`src/rtl/aes_sbox_pkg.sv`:
```
// AES S-box helpers shared by the dual-mode substitution pipeline.
// Holds the affine constant, the four 8x8 basis-change matrices and the
// composite-field GF(((2^2)^2)^2) arithmetic (normal bases at every level).
// Matrix layout: bits [8j+7:8j] hold the image of input bit j, so a basis
// change is the XOR of the rows selected by the set input bits.
package aes_sbox_pkg;

  localparam logic [7:0] AFFINE_C = 8'h63;

  // Polynomial (AES) basis -> composite normal basis, and back.
  localparam logic [63:0] A2X = {8'h98, 8'hF3, 8'hF2, 8'h48, 8'h09, 8'h81, 8'hA9, 8'hFF};
  localparam logic [63:0] X2A = {8'h64, 8'h78, 8'h6E, 8'h8C, 8'h68, 8'h29, 8'hDE, 8'h60};
  // Composite basis -> S-box output basis (affine matrix folded in), and the inverse.
  localparam logic [63:0] X2S = {8'h58, 8'h2D, 8'h9E, 8'h0B, 8'hDC, 8'h04, 8'h03, 8'h24};
  localparam logic [63:0] S2X = {8'h8C, 8'h79, 8'h05, 8'hEB, 8'h12, 8'h04, 8'h51, 8'h53};

  function automatic logic [7:0] change_basis(input logic [7:0] x, input logic [63:0] m);
    logic [7:0] y;
    y = '0;
    for (int j = 0; j < 8; j++) begin
      if (x[j]) y = y ^ m[8*j +: 8];
    end
    return y;
  endfunction

  // GF(2^2), normal basis (W^2, W).
  function automatic logic [1:0] g4_mul(input logic [1:0] x, input logic [1:0] y);
    logic e;
    e = (x[1] ^ x[0]) & (y[1] ^ y[0]);
    return {(x[1] & y[1]) ^ e, (x[0] & y[0]) ^ e};
  endfunction

  // Squaring is inversion in GF(2^2): a swap in a normal basis.
  function automatic logic [1:0] g4_sq(input logic [1:0] x);
    return {x[0], x[1]};
  endfunction

  function automatic logic [1:0] g4_scl_n(input logic [1:0] x);
    return {x[0], x[1] ^ x[0]};
  endfunction

  function automatic logic [1:0] g4_scl_n2(input logic [1:0] x);
    return {x[1] ^ x[0], x[1]};
  endfunction

  // GF(2^4), normal basis (Z^4, Z) over GF(2^2).
  function automatic logic [3:0] g16_mul(input logic [3:0] x, input logic [3:0] y);
    logic [1:0] e;
    e = g4_scl_n(g4_mul(x[3:2] ^ x[1:0], y[3:2] ^ y[1:0]));
    return {g4_mul(x[3:2], y[3:2]) ^ e, g4_mul(x[1:0], y[1:0]) ^ e};
  endfunction

  function automatic logic [3:0] g16_sq_scl(input logic [3:0] x);
    return {g4_sq(x[3:2] ^ x[1:0]), g4_scl_n2(g4_sq(x[1:0]))};
  endfunction

  function automatic logic [3:0] g16_inv(input logic [3:0] x);
    logic [1:0] c, d, e;
    c = g4_scl_n(g4_sq(x[3:2] ^ x[1:0]));
    d = g4_mul(x[3:2], x[1:0]);
    e = g4_sq(c ^ d);
    return {g4_mul(e, x[1:0]), g4_mul(e, x[3:2])};
  endfunction

  // First half of GF(2^8) inversion: returns {hi, lo, inverse of the GF(2^4) norm}.
  function automatic logic [11:0] inv_front(input logic [7:0] x);
    logic [3:0] e;
    e = g16_inv(g16_sq_scl(x[7:4] ^ x[3:0]) ^ g16_mul(x[7:4], x[3:0]));
    return {x[7:4], x[3:0], e};
  endfunction

  // Second half: the two GF(2^4) products that finish the inversion.
  function automatic logic [7:0] inv_back(input logic [11:0] f);
    return {g16_mul(f[3:0], f[7:4]), g16_mul(f[3:0], f[11:8])};
  endfunction

  // Inverse mode strips the affine constant before entering the field.
  function automatic logic [7:0] to_composite(input logic [7:0] x, input logic inverse);
    return inverse ? change_basis(x ^ AFFINE_C, S2X) : change_basis(x, A2X);
  endfunction

  // Forward mode adds the affine constant after leaving the field.
  function automatic logic [7:0] from_composite(input logic [7:0] y, input logic inverse);
    return inverse ? change_basis(y, X2A) : (change_basis(y, X2S) ^ AFFINE_C);
  endfunction

  // Per-lane width of the register after stage s; only the cut after the
  // GF(2^4) inversion (3-stage build) carries the wider {hi, lo, e} triple.
  function automatic int stage_out_w(input int ps, input int s);
    return (ps == 3 && s == 1) ? 12 : 8;
  endfunction

  function automatic int stage_in_w(input int ps, input int s);
    return (s == 0) ? 8 : stage_out_w(ps, s - 1);
  endfunction

endpackage

```
`src/rtl/aes_sbox_dual_lane_stage.sv`:
```
// One lane's combinational slice between two register cut points.
// Ports:
//   din     - lane value from the previous cut (the raw byte for stage 0)
//   inverse - mode flag of the beat travelling through this slice
//   dout    - lane value for the next cut (the substituted byte for the last stage)
module aes_sbox_dual_lane_stage
  import aes_sbox_pkg::*;
#(
  parameter int PIPE_STAGES = 2,
  parameter int STAGE       = 0
) (
  input  logic [stage_in_w(PIPE_STAGES, STAGE)-1:0]  din,
  input  logic                                       inverse,
  output logic [stage_out_w(PIPE_STAGES, STAGE)-1:0] dout
);

  if (PIPE_STAGES == 1) begin : g_full
    assign dout = from_composite(inv_back(inv_front(to_composite(din, inverse))), inverse);
  end else if (STAGE == 0) begin : g_in
    assign dout = to_composite(din, inverse);
  end else if (PIPE_STAGES == 2) begin : g_inv_out
    assign dout = from_composite(inv_back(inv_front(din)), inverse);
  end else if (STAGE == 1) begin : g_inv_front
    assign dout = inv_front(din);
  end else begin : g_inv_back
    assign dout = from_composite(inv_back(din), inverse);
  end

endmodule

```
`src/rtl/aes_sbox_dual_pipe.sv`:
```
// Multi-lane AES forward/inverse S-box with an elastic register pipeline.
// Ports:
//   clk, rst_n            - clock, asynchronous active-low reset
//   in_valid/in_ready     - input handshake, in_data lane k = bits [8k+7:8k]
//   in_inverse            - 0 forward S-box, 1 inverse S-box, for the whole beat
//   out_valid/out_ready   - output handshake, out_data lane-aligned with in_data
//   out_inverse           - mode flag of the beat on out_data
//   busy                  - any stage holds a beat
//
// Handshake: a beat moves across a boundary only in a cycle where valid and
// ready are both high there; valid never waits on ready, and a held beat keeps
// its data and flag unchanged until taken. A stage is ready when it is empty or
// its own beat leaves this cycle, so ready ripples combinationally from
// out_ready back to in_ready and bubbles collapse.
module aes_sbox_dual_pipe
  import aes_sbox_pkg::*;
#(
  parameter int N_LANES     = 4,
  parameter int PIPE_STAGES = 2
) (
  input  logic                 clk,
  input  logic                 rst_n,
  input  logic                 in_valid,
  output logic                 in_ready,
  input  logic [8*N_LANES-1:0] in_data,
  input  logic                 in_inverse,
  output logic                 out_valid,
  input  logic                 out_ready,
  output logic [8*N_LANES-1:0] out_data,
  output logic                 out_inverse,
  output logic                 busy
);

  // Shared control for all lanes: stage valid and mode flag.
  logic [PIPE_STAGES-1:0] vld;
  logic [PIPE_STAGES-1:0] flag;
  logic [PIPE_STAGES-1:0] ready;
  logic [PIPE_STAGES-1:0] up_v;  // valid offered to stage s
  logic [PIPE_STAGES-1:0] up_f;  // flag offered to stage s

  always_comb begin
    logic down;
    ready = '0;
    up_v  = '0;
    up_f  = '0;
    down  = out_ready;
    for (int s = PIPE_STAGES - 1; s >= 0; s--) begin
      ready[s] = !vld[s] || down;
      down     = ready[s];
    end
    for (int s = 0; s < PIPE_STAGES; s++) begin
      up_v[s] = (s == 0) ? in_valid   : vld[(s == 0) ? 0 : s - 1];
      up_f[s] = (s == 0) ? in_inverse : flag[(s == 0) ? 0 : s - 1];
    end
  end

  always_ff @(posedge clk or negedge rst_n) begin
    if (!rst_n) begin
      vld  <= '0;
      flag <= '0;
    end else begin
      for (int s = 0; s < PIPE_STAGES; s++) begin
        if (ready[s]) begin
          vld[s] <= up_v[s];
          if (up_v[s]) flag[s] <= up_f[s];
        end
      end
    end
  end

  for (genvar s = 0; s < PIPE_STAGES; s++) begin : g_stage
    localparam int IW = stage_in_w(PIPE_STAGES, s);
    localparam int OW = stage_out_w(PIPE_STAGES, s);

    logic [N_LANES*IW-1:0] din;
    logic [N_LANES*OW-1:0] comb_out;
    logic [N_LANES*OW-1:0] q;

    if (s == 0) begin : g_src_in
      assign din = in_data;
    end else begin : g_src_prev
      assign din = g_stage[s-1].q;
    end

    for (genvar k = 0; k < N_LANES; k++) begin : g_lane
      aes_sbox_dual_lane_stage #(
        .PIPE_STAGES (PIPE_STAGES),
        .STAGE       (s)
      ) u_lane (
        .din     (din[k*IW +: IW]),
        .inverse (up_f[s]),
        .dout    (comb_out[k*OW +: OW])
      );
    end

    // Data only loads with a real beat, so idle input data never disturbs state.
    always_ff @(posedge clk or negedge rst_n) begin
      if (!rst_n) q <= '0;
      else if (ready[s] && up_v[s]) q <= comb_out;
    end
  end

  assign in_ready    = ready[0];
  assign out_valid   = vld[PIPE_STAGES-1];
  assign out_inverse = flag[PIPE_STAGES-1];
  assign out_data    = g_stage[PIPE_STAGES-1].q;
  assign busy        = |vld;

endmodule

```
`config.mk`:
```
export PLATFORM = sky130hd
export DESIGN_NAME = aes_sbox_dual_pipe
export DESIGN_NICKNAME = d
export VERILOG_FILES = /design/src/rtl/aes_sbox_pkg.sv /design/src/rtl/aes_sbox_dual_lane_stage.sv /design/src/rtl/aes_sbox_dual_pipe.sv
export SDC_FILE = /design/constraint.sdc
export NUM_CORES = 1
export LEC_CHECK = 0
export CAP_MARGIN = 15
export CORE_MARGIN = 2
export CORE_UTILIZATION = 55
export CTS_BUF_LIST = sky130_fd_sc_hd__clkbuf_8
export CTS_CLUSTER_SIZE = 8
export DETAILED_ROUTE_END_ITERATION = 8
export GPL_TIMING_DRIVEN = 0
export PLACE_DENSITY = 0.74
export SETUP_SLACK_MARGIN = 0.4
export SLEW_MARGIN = 20
export SYNTH_ARGS = -nofsm -noshare
export SYNTH_HDL_FRONTEND = slang
export SYNTH_HIERARCHICAL = 1
export SYNTH_SLANG_ARGS = --single-unit
export TNS_END_PERCENT = 30
```
`constraint.sdc`:
```
create_clock -name clk -period 5.65 [get_ports clk]
set_clock_uncertainty 0.05 [all_clocks]
set_input_delay 1.13 -clock clk [delete_from_list [all_inputs] [get_ports clk]]
set_output_delay 1.13 -clock clk [all_outputs]
set_load 0.05 [all_outputs]
```
==> results.yml <==
timing:
  rsz0062_at_grt: "yes"
  tns_ps: 0
  relSlewSlack_pct: 42.1
  worst_slew_pin_slew_ps: 866
  hold_viol_final: 0
  min_period_ps: 5170
  setup_violations: 0
  period_share_pct: 91.5
  fmax_mhz: 193
  maxSlewViolCount: 0
worst_setup_path:
  ff2ff_setup_slack_ps: 480
  reg2reg_to: "out_data[10]$_DFFE_PN0P_"
  cp-start-kind: "register"
  worst-setup-path-type: "register to register"
  critical_path_arrival_ps: 5370
  endpoint_kind: "register"
  rr_startpoint: "g_stage[0].q[11]$_DFFE_PN0P_"
  r2r_cells: 20
  cp_max_fo: 9
  crit_start: "g_stage[0].q[11]$_DFFE_PN0P_"
  critPathRequiredTime_ps: 5850
clock_network:
  htree_levels: 3
  clock_sinks: 68
  numCtsBuffers: 9
  cts_tree: "done"
  cts_hold_repair.buffers: 0
  cts.clk_slew.worst_paths_ps: 100
  insertion_delay_ps: 380
  cts.path.max_buffers: 2
  cts_root_buf: "clkbuf_8"
floorplanning:
  io_pins: 73
  fp.dieH_um: 159
  die-area_sq_um: 25300
  fp-row-count: 56
  core_area_sq_um: 23500
  start_util_pct: 56.1
  die_x_um: 159
global_routing:
  grt_usage_pct: 25.0
  overflow: 0
  antenna_found_initial: 0
  grt_pass1_wl_um: 52800
  grt_start_max_net_pins: 57
  grt_pass1_vias: 10500
hold_path:
  worst_hold_path.endpoint: "out_data[9]$_DFFE_PN0P_"
  whs_path_depth: 1
  min_from: "out_data[9]$_DFFE_PN0P_"
  hold_path_class: "register to register"
route:
  drtAntennaViolNets: 0
  drc: 0
  via_per_inst: 6.20
  vias: 11600
  drtIter0Drc: 1061
  wl_um: 33900
  detail_route.wl_per_cell_um: 18.1
  dr.pass1.iters: 6
logic_synthesis:
  syn_area_per_cell_sq_um: 9.23
  syn_area_sq_um: 13200
  yosysUniqueCellTypes: 78
  yosysWarningCount: 6
  synth_edf_count: 0
  ys_ff_latch: 68
  synth_async_sr_flop_share_pct: 100
  seq_area_frac_synth_pct: 12.9
  syn-num-nets: 1488
  synthFlopType: "dfrtp_1"
  synthCells: 1431
placement:
  hpwlAfterDp_um: 25200
  numPortBuffers: 56
  place.gp.congestion: 0.883
outcome:
  status: "finished clean"
final_layout:
  nets: 1608
  drive_gt1_share_pct: 25.6
  areaGrowthSynthToFinish_pct: 17.0
job:
  maxCapViolations: 0
## state kept, by name, summed over array words and instances (netlist names)
signal	count
flag	2
vld	2
g_stage.q	32
out_data	32
## cell type report
class                   instances  area (sq um)
flip-flops and latches         68          1710
plain buffers                  86           702
clock buffers                  11           151
inverters                      24          95.1
diodes                          1          2.50
well taps                     319           399
repair buffers                109           976
fillers                      1960          8090
clock inverters                 5          58.8
multi-input cells            1253         11400
## per-stage QoR
step                std cells  hold slack (ps)  cell area, sq um  util (%)  setup WS, ps
floorplan                1431              438             13200         -           896
global placement         1806              441             14200      60.2           254
detailed placement       1807              442             14200      60.3           171
CTS                      1832              464             14600      61.8           335
global route             1875              482             15400      65.6           264
finish                   1876              459             15400      65.6           480
## critical path, stage by stage (launching register included)
cell     delay, ps
dfrtp_1        400
buf_6          200
xor2_4         240
buf_4          170
nor2_1          40
o22a_1         230
xor3_2         450
inv_4          110
ha_2           310
nor2_2         150
nand3_1         90
a211o_1        310
a41o_2         320
a31o_1         250
o21ai_1        120
a22o_4         200
xnor3_1        470
xnor3_1        410
mux2i_1        180
nand3_1         80
mux2_4         270
## layer usage
metal	up-vias	wire length [um]	GRT usage, %
met3	33	1810	3.36
li1	5595	-	-
met5	-	0	0
met4	0	467	5.08
met1	5629	15100	34.1
met2	370	16500	42.8
## Yosys cell counts, types with 11 or more instances
master    number  area share [%]
ha_1          20             1.9
o21ai_1       16            0.61
or3_1         12            0.57
o211ai_1      28             1.6
nand3_1       44             1.7
buf_4         28             1.6
nor2_1        88             2.5
o21ai_0       40             1.5
nor4_1        20            0.95
xnor2_1      140             9.3
buf_2         16            0.61
mux2_1        30             2.6
o22ai_1       20            0.95
nand4_1       24             1.1
a31oi_1       12            0.57
dfrtp_1       68              13
buf_6         26             2.2
nand2_1       76             2.2
a22o_1        16             1.1
a22oi_1       12            0.68
inv_1         20            0.57
a211oi_1      40             2.3
mux2_4        30             3.4
xnor3_1       44             7.5
a21oi_1       80             3.0
mux2i_1       32             2.4
and2_1        16            0.76
xor2_1        56             3.7
o21a_1        12            0.68
a211o_1       20             1.3
o22a_1        12            0.80
and3_1        44             2.1
xor2_2        12             1.5
xnor2_2       20             2.5
nor3_1        20            0.76
nor3_2        24             1.8
nand2b_1      11            0.52
o211a_1       12            0.91
a21o_1        12            0.68
## timing repair
item                       CTS  global route
pin swaps                    3            42
gates resized for setup     19           104
gates cloned                 0             0
setup buffers                9            43
setup endpoints to repair   13            22
## cells in the final DEF, fill, tap and decap left out, drive strengths merged, types with 20 or more instances in the layout
master	n
nor4	20
inv	25
and3	44
o21ai	60
o22ai	20
nand2	78
xnor3	48
buf	128
nor3	44
dfrtp	68
nor2	96
a211o	20
nand3	44
a22o	20
xnor2	164
o211ai	28
ha	20
a211oi	52
xor2	76
nand4	24
a21oi	80
clkbuf	23
mux2i	32
mux2	66
clkdlybuf4s50	55
## worst max path at each step
stage | endpoint | slack [ps]
finish | out_data[10]$_DFFE_PN0P_ | 480
global route | out_data[14]$_DFFE_PN0P_ | 260
CTS | out_data[3]$_DFFE_PN0P_ | 330
detailed placement | out_data[19]$_DFFE_PN0P_ | 170
global placement | out_data[18]$_DFFE_PN0P_ | 250
floorplan | out_data[10]$_DFFE_PN0P_ | 900
## kinds of logic (layout without fill, tap and decap cells)
family,count (synthesis),in the layout,share of synthesized area (%)
muxes,98,98,8.90
DFF,68,68,12.9
buffers and inverters,110,235,5.78
AOI/OAI and AO/OA,412,412,23.4
other,0,1,0
adders and majority gates,20,20,1.89
xor gates and xnor gates,296,296,29.1
and+or+nand+nor,427,427,18.0
Power is not shown: default switching activity piles up to over one toggle a cycle in this logic, so the estimate is an artifact.
